## src/rtl/led_fade_pkg.sv

```systemverilog
// Shared constants, level-update opcode and helpers for the LED fade/PWM block.
package led_fade_pkg;

    localparam int unsigned DEF_PWM_BITS   = 8;
    localparam logic [23:0] DEF_DECAY_DIV  = 24'd65536;
    localparam int unsigned DEF_DECAY_STEP = 16;

    typedef enum logic [1:0] {
        LVL_HOLD,
        LVL_LOAD,
        LVL_DECAY
    } lvl_op_e;

    function automatic int unsigned pwm_max(input int unsigned bits);
        return (32'd1 << bits) - 32'd1;
    endfunction

endpackage

```

## src/rtl/led_pwm_channel.sv

```systemverilog
// One LED channel: brightness level with tick-driven decay and registered PWM compare.
// Brightness curve is quadratic when LED_FADE_GAMMA_EN is defined, linear otherwise.
module led_pwm_channel
    import led_fade_pkg::*;
#(
    parameter int unsigned PWM_BITS   = DEF_PWM_BITS,
    parameter int unsigned DECAY_STEP = DEF_DECAY_STEP
) (
    input  logic                clk,
    input  logic                rst_n,
    input  logic                data_in,
    input  logic                tick,
    input  logic [PWM_BITS-1:0] pwm_cnt,
    output logic                pwm_out
);

    localparam logic [PWM_BITS-1:0] MAX  = PWM_BITS'(pwm_max(PWM_BITS));
    localparam logic [PWM_BITS-1:0] STEP = PWM_BITS'(DECAY_STEP);

    logic [PWM_BITS-1:0] level;
    logic [PWM_BITS-1:0] level_nxt;
    logic [PWM_BITS-1:0] eff;
    logic                pwm_nxt;
    lvl_op_e             op;

    // A lit input always wins over a concurrent decay tick.
    always_comb begin
        op = LVL_HOLD;
        if (data_in) begin
            op = LVL_LOAD;
        end else if (tick) begin
            op = LVL_DECAY;
        end
    end

    always_comb begin
        level_nxt = level;
        case (op)
            LVL_LOAD:  level_nxt = MAX;
            LVL_DECAY: level_nxt = (level < STEP) ? '0 : (level - STEP);
            default:   level_nxt = level;
        endcase
    end

`ifdef LED_FADE_GAMMA_EN
    logic [2*PWM_BITS-1:0] level_ext;
    logic [2*PWM_BITS-1:0] level_sq;

    always_comb begin
        level_ext = (2*PWM_BITS)'(level);
        level_sq  = level_ext * level_ext;
        eff       = level_sq[2*PWM_BITS-1:PWM_BITS];
    end
`else
    always_comb begin
        eff = level;
    end
`endif

    // Full and zero levels bypass the compare so the ends stay solid on/off.
    always_comb begin
        if (level == MAX) begin
            pwm_nxt = 1'b1;
        end else if (level == '0) begin
            pwm_nxt = 1'b0;
        end else begin
            pwm_nxt = (eff > pwm_cnt);
        end
    end

    always_ff @(posedge clk or negedge rst_n) begin
        if (!rst_n) begin
            level   <= '0;
            pwm_out <= 1'b0;
        end else begin
            level   <= level_nxt;
            pwm_out <= pwm_nxt;
        end
    end

endmodule

```

## src/rtl/led_fade_pwm.sv

```systemverilog
// LED fade PWM top: shared decay prescaler and PWM counter feeding per-LED channels.
// Optional quadratic brightness curve enabled by defining LED_FADE_GAMMA_EN.
module led_fade_pwm
    import led_fade_pkg::*;
#(
    parameter int unsigned LED_WIDTH  = 8,
    parameter int unsigned PWM_BITS   = DEF_PWM_BITS,
    parameter logic [23:0] DECAY_DIV  = DEF_DECAY_DIV,
    parameter int unsigned DECAY_STEP = DEF_DECAY_STEP
) (
    input  logic                 clk,
    input  logic                 rst_n,
    input  logic [LED_WIDTH-1:0] led_data_in,
    output logic [LED_WIDTH-1:0] led_pwm_out
);

    localparam logic [PWM_BITS-1:0] MAX        = PWM_BITS'(pwm_max(PWM_BITS));
    localparam logic [PWM_BITS-1:0] CNT_LAST   = MAX - PWM_BITS'(1);
    localparam logic [23:0]         PRESC_LAST = DECAY_DIV - 24'd1;

    logic [23:0]         presc;
    logic                tick;
    logic [PWM_BITS-1:0] pwm_cnt;

    // With DECAY_DIV == 1 the prescaler sits at 0 and tick stays high.
    always_comb begin
        tick = (presc == PRESC_LAST);
    end

    always_ff @(posedge clk or negedge rst_n) begin
        if (!rst_n) begin
            presc <= '0;
        end else if (tick) begin
            presc <= '0;
        end else begin
            presc <= presc + 24'd1;
        end
    end

    always_ff @(posedge clk or negedge rst_n) begin
        if (!rst_n) begin
            pwm_cnt <= '0;
        end else if (pwm_cnt == CNT_LAST) begin
            pwm_cnt <= '0;
        end else begin
            pwm_cnt <= pwm_cnt + PWM_BITS'(1);
        end
    end

    for (genvar i = 0; i < int'(LED_WIDTH); i++) begin : g_chan
        led_pwm_channel #(
            .PWM_BITS   (PWM_BITS),
            .DECAY_STEP (DECAY_STEP)
        ) u_chan (
            .clk     (clk),
            .rst_n   (rst_n),
            .data_in (led_data_in[i]),
            .tick    (tick),
            .pwm_cnt (pwm_cnt),
            .pwm_out (led_pwm_out[i])
        );
    end

endmodule

```

## config.mk

```make
export PLATFORM = sky130hd
export DESIGN_NAME = led_fade_pwm
export DESIGN_NICKNAME = d
export VERILOG_FILES = /design/src/rtl/led_fade_pkg.sv /design/src/rtl/led_pwm_channel.sv /design/src/rtl/led_fade_pwm.sv
export SDC_FILE = /design/constraint.sdc
export NUM_CORES = 1
export LEC_CHECK = 0
export ABC_AREA = 1
export ABC_CLOCK_PERIOD_IN_PS = 1850
export CAP_MARGIN = 20
export CORE_MARGIN = 2
export CORE_UTILIZATION = 55
export CTS_CLUSTER_DIAMETER = 100
export DETAILED_ROUTE_END_ITERATION = 7
export PLACE_DENSITY = 0.72
export SLEW_MARGIN = 20
export SYNTH_ARGS = -nofsm -noshare
export SYNTH_HDL_FRONTEND = slang
export SYNTH_SLANG_ARGS = --single-unit
```

## constraint.sdc

```tcl
create_clock -name clk -period 1.85 [get_ports clk]
set_input_delay 0.4625 -clock clk [delete_from_list [all_inputs] [get_ports clk]]
set_output_delay 0.4625 -clock clk [all_outputs]
set_load 0.05 [all_outputs]
```

==> metrics.md <==
| Metric | Value |
|---|---|
| Clock sinks | 80 |
| Root buf cell | clkbuf_16 |
| Vias | about 5.6k |
| Clock transition at the registers of the reported paths | ~0.060 ns |
| Worst slew margin | between 60% and 70% |
| Fin nets | between 900 and 1k |
| Clk_lat worst skew | 0.34 ns |
| Worst Hold Class | in -> async |
| Outcome | complete, no violations |
| Final Cycle Share | 88.8% |
| Vert. Die Dim | between 100 and 150 µm |
| R2r setup slk | ~0.21 ns |
| Compound-cell area share of the yosys netlist | under 10% |
| Detail-routed via count per cell | roughly 5.4 |
| Final number of setup-violating endpoints | 0 |
| Setup ws final | a little over 0.2 ns |
| 1st-iter DRT viols | about 370 |
| Worst Path Required | around 2.1 ns |
| Initial antenna violation count | 0 |
| Multi-input gate area | ~0.0035 mm² |
| Fill cells | 961 |
| Full die area | 0.0122 mm² |
| TritonCTS clock tree | yes |
| Boundary Pins | 18 |
| Row count | 38 |
| Post-Synth XOR/XNOR Area | roughly 1.4% |
| Resized cells post-CTS | 0 |
| CTS Buf Count | 9 |
| Yosys cell types | 27 |
| Number of global-route vias before repair | 5436 |
| Largest family of logic cells by synthesized area | simple AND/OR/NAND/NOR gates |
| Residual DRC | 0 |
| Worst path arrival time | 1.87 ns |
| Mapped cell area | 0.00625 mm² |
| Worst r2r src | pwm_cnt[1]$_DFF_PN0_ |
| First-pass GRT wire length | between 20 and 25 mm |
| Leakage | roughly 0.0037 µW |
| P per Cell Area | ~530 mW/mm² |
| IO buf count | 17 |
| CP cell instances | inv_1 -> ha_1 -> a21oi_1 -> o21ai_0 -> nand2_1 -> nand2_1 -> nand2_1 -> nand2_1 |
| First drt pass iteration count | 5 |
| Synth Area in Simple Gates | between 20% and 30% |
| Max Slew Vio Count | 0 |
| Most frequent cells in the layout | 222 x nand2_1, 151 x inv_1, 94 x nor2_1, 91 x ha_1, 80 x dfrtp_1 |
| Maximum number of pins on one net before global-route repair | 33 |
| Total of max-cap violations | 0 |
| Placement Setup Slack | between 0.2 and 0.25 ns |
| Postcts setup bufs | 0 |
| Antenna Cells | 0 |
| CP delay by family, top | flip-flops |
| Skew final | ~0.0045 ns |
| Longest Clk Path Bufs | 2 |
| Share of cells above drive strength 1 | roughly 5.3% |
| Hold Violations, Final | 0 |
| Syn-to-layout area delta | 10.7% |
| GRT overflow | 0 |
| Setup crit start kind | flop |
| Slew @ Worst Pin | around 0.54 ns |
| CP Buf/Inv Count | 1 |
| GPL Wtd Cong | 0.868 |
| Initial core utilization | between 50% and 60% |
| Die Wd | between 100 and 150 µm |
| Most frequent CP cell | nand2_1 |
| FF/Latch Area | around 0.002 mm² |
| Fin crit period | 1.64 ns |
| RSZ-0062 raised after global routing | no |
| Reg2Reg Depth | 8 |
| Largest stage delay, worst path | 0.43 ns |
| Commonest non-fill, non-tap cell in the layout | nand2_1 |
| Count of state elements after synthesis | 80 |
| Fraction of the mapped netlist area in adder cells | a little under a fifth |
| Core box area | about 0.011 mm² |
| Setup TNS | 0 ns |
| Synth Warn # | 0 |
| Sequential element share of the synthesized area | 32.0% |
| Maximum VDD drop | 0.289 mV |
| Hold Buf Count CTS | 0 |
| Routed len/inst | 13.0 µm |
| HPWL Detailed | ~10 mm |
| Max Fclk | approximately 0.61 GHz |
| Setup Crit Path Kind | reg -> reg |
| Routed wire length | around 14 mm |
| H-Tree Level Count | 3 |
| Worst r2r dst | g_chan[5].u_chan.pwm_out$_DFF_PN0_ |
| Multiplexer share of the synthesized area | 0% |
| Worst setup EP type | flop |
| Mean Syn Cell Area | 7.18 µm² |
| CP max FO | 8 |
| Syn Nets | just under 1k |
| GRT Util Overall | about a quarter |
| Antenna viol nets, final | 0 |
| Critical-path cell with the highest stage delay | dfrtp_1 |
| Cell count after synthesis | 871 |
[stage by stage]
step	util, %	hold slack [ns]	cell area (µm²)	cells	total power, µW
after CTS	63.0	0.0646	6920	1043	3690
after global placement	60.3	0.428	6620	1027	1870
final	63.0	0.0512	6920	1043	3650
after global routing	63.0	0.0821	6920	1043	3770
after detailed placement	60.3	0.429	6620	1027	1870
after floorplan	-	0.167	6250	871	1800
[final cells by class]
| cell class | count | area share (%) |
|---|---|---|
| Sequential cell | 80 | 28.9 |
| Tap cell | 140 | 2.53 |
| Inverter | 160 | 8.68 |
| Timing Repair Buffer | 35 | 4.45 |
| Multi-Input combinational cell | 612 | 51.1 |
| Clock buffer | 13 | 3.76 |
| Clock inverter | 3 | 0.578 |
[synth_stat cells]
master / instances / area (µm²)
nor2_2: 1 / 6.26
a21o_1: 1 / 7.51
buf_4: 8 / 60.1
nor2_4: 1 / 11.3
nand3_1: 57 / 285
xnor2_1: 4 / 35.0
buf_2: 8 / 40.0
nor2_1: 94 / 353
xor2_1: 6 / 52.6
clkinv_1: 8 / 30.0
inv_2: 1 / 3.75
inv_1: 151 / 567
or2_2: 1 / 6.26
nand2_2: 1 / 6.26
dfrtp_1: 80 / 2000
o21ai_0: 16 / 80.1
a21oi_1: 43 / 215
nor3_1: 5 / 25.0
nand2_4: 1 / 11.3
nor2_8: 1 / 20.0
ha_1: 91 / 1140
o21a_1: 8 / 60.1
nand2_1: 222 / 833
nand4_1: 50 / 313
o21bai_1: 1 / 7.51
clkbuf_1: 3 / 11.3
a32oi_1: 8 / 70.1
[registers in the layout (all words and copies together), names as in the netlist]
name / cells
g_chan.u_chan.pwm_out: 8
g_chan.u_chan.eff: 40
presc: 24
pwm_cnt: 8
[worst register-to-register path: cells and delay by family, from the launching register on]
kind	cells	cell delay, ns
DFF	1	0.43
buffers and inverters	1	0.31
and+or+nand+nor	4	0.21
AOI/OAI and AO/OA	2	0.26
adders and majority gates	1	0.32
[worst max path at each step]
stage,depth (start not counted),end,startpoint
CTS,8,g_chan[1].u_chan.pwm_out$_DFF_PN0_,pwm_cnt[1]$_DFF_PN0_
floorplan,9,g_chan[4].u_chan.eff[4]$_DFFE_PN0P_,presc[0]$_DFF_PN0_
finish,8,g_chan[5].u_chan.pwm_out$_DFF_PN0_,pwm_cnt[1]$_DFF_PN0_
detailed placement,8,g_chan[1].u_chan.pwm_out$_DFF_PN0_,pwm_cnt[1]$_DFF_PN0_
global placement,8,g_chan[6].u_chan.pwm_out$_DFF_PN0_,pwm_cnt[1]$_DFF_PN0_
global route,7,presc[17]$_DFF_PN0_,presc[2]$_DFF_PN0_
[where the power goes]
| group | leakage (µW) | switching [µW] | total (µW) | internal (µW) |
|---|---|---|---|---|
| Clock | 0.000150 | 695 | 1810 | 1120 |
| Combinational | 0.00271 | 63.9 | 87.5 | 23.7 |
| Sequential | 0.000838 | 0 | 1750 | 1750 |
| Total | 0.00369 | 759 | 3650 | 2890 |
[logic make-up after synthesis]
family          after synthesis
simple gates                434
xor+xnor                     10
flops                        80
compound gates               77
fa+ha+maj                    91
buf+inv                     179
[layer usage]
layer  vias up  global-route usage [%]  share of wire (%)
li1       2852                       -                  -
met4         0                    9.58                1.8
met2       116                    39.3                 49
met3        21                    3.13                3.1
met5         -                       0                  0
met1      2658                    30.1                 46
Power figures use the tool's default switching activity.
